`src/rtl/bit_serializer.sv`:
```
// bit_serializer: parallel-to-serial front end for a single-bit serial detector.
// Words are accepted over a valid/ready handshake into a DEPTH-entry circular
// FIFO. They are then shifted out MSB-first, one bit per clock. Consecutive
// words follow each other with no idle cycle between them.
//
// Ports:
//   clk       rising-edge clock
//   reset     asynchronous active-low reset, clears all state
//   in_data   word to serialize
//   in_valid  in_data is valid this cycle
//   in_ready  FIFO can accept a word this cycle (registered state only)
//   out       serial bit; IDLE_BIT when no word is being shifted
//   busy      a word is being shifted this cycle
//   bit_last  out carries bit 0 of the current word
//   level     words held in the FIFO, excluding the word being shifted
module bit_serializer #(
    parameter int unsigned WIDTH    = 8,
    parameter int unsigned DEPTH    = 4,
    parameter logic        IDLE_BIT = 1'b0
) (
    input  logic                       clk,
    input  logic                       reset,
    input  logic [WIDTH-1:0]           in_data,
    input  logic                       in_valid,
    output logic                       in_ready,
    output logic                       out,
    output logic                       busy,
    output logic                       bit_last,
    output logic [$clog2(DEPTH+1)-1:0] level
);

    localparam int unsigned AW = $clog2(DEPTH);
    localparam int unsigned LW = $clog2(DEPTH + 1);
    localparam int unsigned CW = $clog2(WIDTH);

    typedef enum logic [0:0] {StIdle, StShift} state_e;

    state_e            state_q, state_d;
    logic [WIDTH-1:0]  sreg_q, sreg_d;
    logic [CW-1:0]     cnt_q, cnt_d;
    logic [AW-1:0]     wr_ptr_q, rd_ptr_q;
    logic [LW-1:0]     level_q, level_d;
    logic [WIDTH-1:0]  mem [DEPTH];

    logic push;
    logic pop;
    logic cnt_end;

    assign in_ready = (level_q != LW'(DEPTH));
    assign push     = in_valid && in_ready;
    assign cnt_end  = (cnt_q == CW'(WIDTH - 1));
    assign level    = level_q;

    // Outputs are decoded from registers only.
    assign busy     = (state_q == StShift);
    assign out      = busy ? sreg_q[WIDTH-1] : IDLE_BIT;
    assign bit_last = busy && cnt_end;

    // Shifter next-state. The load decision uses the registered level, so a
    // word pushed into an empty FIFO on the same edge is loaded one edge later.
    always_comb begin
        state_d = state_q;
        sreg_d  = sreg_q;
        cnt_d   = cnt_q;
        pop     = 1'b0;
        unique case (state_q)
            StIdle: begin
                if (level_q != '0) begin
                    pop     = 1'b1;
                    sreg_d  = mem[rd_ptr_q];
                    cnt_d   = '0;
                    state_d = StShift;
                end
            end
            StShift: begin
                if (cnt_end) begin
                    if (level_q != '0) begin
                        // Chain straight into the next word: no idle gap.
                        pop    = 1'b1;
                        sreg_d = mem[rd_ptr_q];
                        cnt_d  = '0;
                    end else begin
                        sreg_d  = '0;
                        cnt_d   = '0;
                        state_d = StIdle;
                    end
                end else begin
                    sreg_d = {sreg_q[WIDTH-2:0], 1'b0};
                    cnt_d  = cnt_q + CW'(1);
                end
            end
            default: state_d = StIdle;
        endcase
    end

    always_comb begin
        level_d = level_q;
        unique case ({push, pop})
            2'b10:   level_d = level_q + LW'(1);
            2'b01:   level_d = level_q - LW'(1);
            default: level_d = level_q;
        endcase
    end

    always_ff @(posedge clk or negedge reset) begin
        if (!reset) begin
            state_q  <= StIdle;
            sreg_q   <= '0;
            cnt_q    <= '0;
            wr_ptr_q <= '0;
            rd_ptr_q <= '0;
            level_q  <= '0;
        end else begin
            state_q <= state_d;
            sreg_q  <= sreg_d;
            cnt_q   <= cnt_d;
            level_q <= level_d;
            // DEPTH is a power of two, so pointers wrap naturally.
            if (push) begin
                wr_ptr_q <= wr_ptr_q + AW'(1);
            end
            if (pop) begin
                rd_ptr_q <= rd_ptr_q + AW'(1);
            end
        end
    end

    // Storage needs no reset: entries are only read after being written.
    always_ff @(posedge clk) begin
        if (push) begin
            mem[wr_ptr_q] <= in_data;
        end
    end

endmodule
```
`config.mk`:
```
export PLATFORM = sky130hd
export DESIGN_NAME = bit_serializer
export DESIGN_NICKNAME = d
export VERILOG_FILES = /design/src/rtl/bit_serializer.sv
export SDC_FILE = /design/constraint.sdc
export NUM_CORES = 1
export LEC_CHECK = 0
export BUFFER_PORTS_ARGS = -buffer_cell sky130_fd_sc_hd__buf_2
export CAP_MARGIN = 25
export CORE_MARGIN = 4
export CORE_UTILIZATION = 62
export DETAILED_ROUTE_END_ITERATION = 6
export HOLD_SLACK_MARGIN = 0.05
export PLACE_DENSITY = 0.82
export SYNTH_ARGS = -nofsm -noshare
export SYNTH_HDL_FRONTEND = slang
export SYNTH_SLANG_ARGS = --single-unit
```
`constraint.sdc`:
```
create_clock -name clk -period 6.55 [get_ports clk]
set_input_delay 0.655 -clock clk [delete_from_list [all_inputs] [get_ports clk]]
set_output_delay 0.655 -clock clk [all_outputs]
set_load 0.05 [all_outputs]
```
# After elaboration in Yosys (flattened, before gate mapping)
# Memory sizes are Yosys's and may differ from the RTL's.
# Cells that the tools add are included.
# op_classes
addsub	5
n_mux	16
bitwise_logic	1
eq_ne	5
reduce_logical	4
# ops
op	count
$mux 8	3
$pmux 8 s2	1
$pmux 3 s2	2
$add 3x1->3 const B	2
$mux 1	6
$mux 3	2
$add 2x1->2 const B	2
$pmux 1 s2	2
$eq 3x3->1 const B	1
$ne 3x3->1 const B	1
$reduce_bool 3->1	1
$sub 3x1->3 const B	1
$eq 2x1->1 const B	1
$eq 2x2->1 const B	1
$logic_and 1x1->1	2
$ne 2x2->1 const B	1
$reduce_bool 2->1	1
$not 1->1	1
# word_totals
reg_bits	19
output_inout_bits	7
memories	1
input_bits	11
mem_bits_rw	32
# mem_list
memory	words	word_bits	read_ports	rd_ports_with_merged_regs	wr	line	text
mem	4	8	1	0	1	43	logic [WIDTH-1:0] mem [DEPTH];

# Depth between registers and ports, before layout
# logic_depth
depth_word	6
depth_mapped	11
mapped_depth_nobuf	10

# Worst setup path after synthesis
# Ideal clock, no wire load.
# synth_timing
path_kind	register to register
from	reg level_q[2] (netlist: level[2])
to	reg level_q[2] (netlist: level[2])
synth_period_minus_slack_ps	2505
required_time_ps	6468
arrival_ps	2423
n_path_buf	0
path_slack_ps	4045
path_stages_with_launch	10
path_cell_list	dfrtp_1 or3b_4 and2_4 inv_1 ha_1 inv_1 fa_1 xor2_1 nor2_1 xor2_1
# synth_between
word_cells_on_any_way	12
cone_classes	add/sub: 2; eq/ne: 3; mux: 4; reduce/logical: 3
# synth_rtl
element	line	text
from (decl)	42	logic [LW-1:0] level_q, level_d;
from (signal assigned)	117	level_q <= level_d;
$ne 3x3->1 *	49	assign in_ready = (level_q != LW'(DEPTH));
named net in_ready	25	output logic in_ready,
$logic_and 1x1->1 *	50	assign push = in_valid && in_ready;
$eq 2x1->1 or $eq 2x2->1 (tied branches)	98	unique case ({push, pop})
$pmux 3 s2 or $reduce_bool 2->1 (tied branches)	--	
# Mark *: on every way through the listed nets, which the timed path passes. The rest lies on a longest branch.
# A chain may end at the register's enable or synchronous reset.

# Worst setup path in the final report
# layout_timing
from	reg cnt_q[0]
to	reg level_q[1] (netlist: level[1])
# layout_between
elab_chain_cells	5
word_cells_on_any_way	7
cone_classes	eq/ne: 3; mux: 3; reduce/logical: 1
# layout_rtl
element	line	text
from (decl)	40	logic [CW-1:0] cnt_q, cnt_d;
from (signal assigned)	116	cnt_q <= cnt_d;
$eq 3x3->1 *	51	assign cnt_end = (cnt_q == CW'(WIDTH - 1));
$mux 1 *	76	if (cnt_end) begin
$pmux 1 s2 *	66	unique case (state_q)
named net pop	46	logic pop;
$eq 2x1->1 or $eq 2x2->1 (tied branches)	98	
$pmux 3 s2 or $reduce_bool 2->1 (tied branches)	--	
# Marks and branches as above.

==> summary.txt <==
Die
  – IO Count: 18
  – Die height: 66.9 um
  – Die Area: 0.00447 mm^2
  – Core Footprint: 0.00334 mm^2
  – Die X: 66.9 um
  – Starting Density: 64.4%
  – FP Rows: 21

Global route
  – Vias in the first global route: 1,157
  – All-layer global routing usage: 17.4%
  – Largest net degree at the start of global routing: 20
  – First-pass GRT wire length: 5430 um
  – Initial antenna violation count: 0
  – Overflow after GRT: 0

Flow run
  – Max Cap Viol: 0

Worst setup path
  – Startpoint class of the critical path: flop
  – Critical Path, Cell by Cell: ha_1 -> ha_1 -> nor2b_1 -> nor2_1 -> ha_1 -> inv_1 -> fa_1 -> o21ai_0
  – CP Capture Type: flop
  – Worst Path Arrival: 2830 ps
  – CP bufs+invs: 1
  – Most common cell on crit path: ha_1
  – CP Depth: 8
  – Critical Path RT: 6840 ps
  – Worst reg2reg path depth: 8
  – Largest stage delay, worst path: 530 ps
  – Crit path max-delay family: adder cells
  – Max FO, Critical Path: 11
  – Worst path slowest cell: nor2b_1
  – Crit path kind: flop to flop

Place
  – Detail Placement HPWL: 2350 um
  – Gpl congestion: 0.805
  – PortBufs: 17

Detailed routing
  – Via count: 1,199
  – Vias per inst: 5.97
  – WL/cell: 16.8 um
  – First drt pass iteration count: 4
  – Number of remaining DRC errors: 0
  – Post-Route WL: 3380 um
  – Post-route ant nets: 0
  – Drt initial violations: 75

Timing
  – Max Clock Skew: 9.59 ps
  – Setup TNS: 0 ps
  – Unrepaired setup endpoints after global routing: false
  – Final Cycle Share: 38.8%
  – Minimum clock period: 2540 ps
  – Hold Worst Slack: 199 ps
  – Setup violators final: 0
  – Slew Limit Fails: 0
  – Fin. Hold Viols: 0
  – Slew headroom: 60.4%
  – FMAX: 393 MHz
  – Worst-margin pin slew: 593 ps

Synthesis
  – Asr flop ratio synth: 37.3%
  – EDFF count, synth: 32
  – Post-Syn Nets: 155
  – Yosys warning count: 0
  – #FFs+latches synth: 51
  – Cell variety after synth: 28
  – Netlist Area Pre-Place: 0.00215 mm^2
  – Synth Area per Inst: 15.8 um^2
  – Post-synth top area cell: edfxtp_1
  – Post-Synthesis Cells: 136
  – Top cell type's share of synthesized area: 44.7%
  – Sequential share of the synthesized area: 66.8%
  – Synth Flop Type: edfxtp_1
  – Top cells by count, synth: 32 x edfxtp_1, 19 x dfrtp_1, 13 x nand2_1, 8 x mux4_2, 8 x o211ai_1
  – Top post-synthesis cells by area: edfxtp_1 45%, dfrtp_1 22%, mux4_2 8.4%
  – Most common cell in the netlist: edfxtp_1

Hold path
  – HP Class: primary input to asynchronous set/reset pin

Clocking
  – Num CTS Buffers: 5
  – Worst-Skew Late Latency: 370 ps
  – Post-CTS Setup Bufs: 0
  – Max clock buf depth: 2
  – CTS resizes: 0
  – Post-CTS Hold Buffers: 0
  – Clock sinks: 51
  – Root buf cell: clkbuf_4
  – Clock Pin Slew Worst Setup and Hold Paths: 130 ps
  – H-Tree Depth: 2
  – CTS tree: yes

Cells and area
  – Final net count: 173
  – Synth-to-layout area growth: 7.92%
  – Diode count: 0
  – Share of cells above drive strength 1: 25.8%

Power
  – Cell Pwr Density: 440 mW/mm^2
  – Lkg Pwr: 0.000926 uW
  – Maximum vdd drop: 222 uV

Status
  – Status: finished clean
-- placed cells by master, fill, tap and decap left out, types with 3 or more instances in the layout --
| cell type | synthesis | final |
|---|---|---|
| edfxtp_1 | 32 | 32 |
| dfrtp_1 | 19 | 19 |
| buf_2 | 3 | 18 |
| nand2_1 | 13 | 13 |
| mux4_2 | 8 | 8 |
| o211ai_1 | 8 | 8 |
| a32oi_1 | 7 | 7 |
| ha_1 | 7 | 7 |
| inv_1 | 6 | 6 |
| clkbuf_4 | 0 | 6 |
| and3_2 | 4 | 4 |
| xnor2_1 | 3 | 3 |
| xor2_1 | 3 | 3 |
-- kinds of logic (layout without fill, tap and decap cells) --
family / count (synthesis) / after routing / share of synthesized area, %
multiplexers: 9 / 9 / 9.08
adder cells (fa/ha/maj): 8 / 8 / 5.01
flip-flops: 51 / 51 / 66.8
AO/OA/AOI/OAI: 19 / 19 / 6.87
buffers and inverters: 14 / 33 / 2.62
XOR/XNOR: 6 / 6 / 2.45
AND/OR/NAND/NOR: 29 / 29 / 7.16
-- area by class of cell --
class | instances | area [um^2]
clock buffers | 8 | 52.6
multi-input cells | 71 | 657
flip-flops and latches | 51 | 1440
well taps | 46 | 57.6
inverters | 7 | 26.3
repair buffers | 18 | 90.1
fillers | 234 | 1020
-- final timing paths --
kind	endpoint	slack [ps]	from
worst max-delay path	level[1]$_DFFE_PN0P_	4010	cnt_q[0]$_DFFE_PN0P_
max in group asynchronous	rd_ptr_q[1]$_DFFE_PN0P_	6050	reset
worst min-delay path	sreg_q[3]$_DFFE_PN0P_	200	reset
min in group clk	mem[1][4]$_DFFE_PP_	500	in_data[4]
worst min register to register	cnt_q[0]$_DFFE_PN0P_	510	cnt_q[0]$_DFFE_PN0P_
worst max register to register	level[1]$_DFFE_PN0P_	4010	cnt_q[0]$_DFFE_PN0P_
-- routing by layer --
layer  share of wire, %  track usage (%)  vias up
met4                2.1             6.58        0
met5                  0                0        -
met1                 42             22.0      597
met3                6.5             5.90        7
met2                 49             27.6       42
li1                   -                -      553
-- report_power, final --
group	switching, uW	internal [uW]	leakage [uW]
sequential	72.5	439	0.000527
clock	87.7	47.1	0.0000300
combinational	215	159	0.000370
total	376	645	0.000926
-- worst register-to-register path: cells and delay by family, from the launching register on --
kind,cells,cell delay [ps]
adders and majority gates,4,1140
and+or+nand+nor,2,680
DFF,1,420
AOI/OAI and AO/OA,1,160
buffers and inverters,1,70
-- metrics by stage --
stage	total power (uW)	instance area [um^2]	setup WS (ps)	util, %	cells
floorplan	809	2150	4050	-	136
global placement	874	2260	4090	67.8	192
detailed placement	899	2270	4050	67.9	193
CTS	1030	2320	4020	69.5	201
global route	1090	2320	3830	69.5	201
finish	1020	2320	4010	69.5	201
-- registers in the layout, summed over array words and instances (netlist names) --
register  count
rd_ptr_q      2
level         3
mem          32
wr_ptr_q      2
sreg_q        8
busy          1
cnt_q         3
Power figures use the tool's default switching activity.
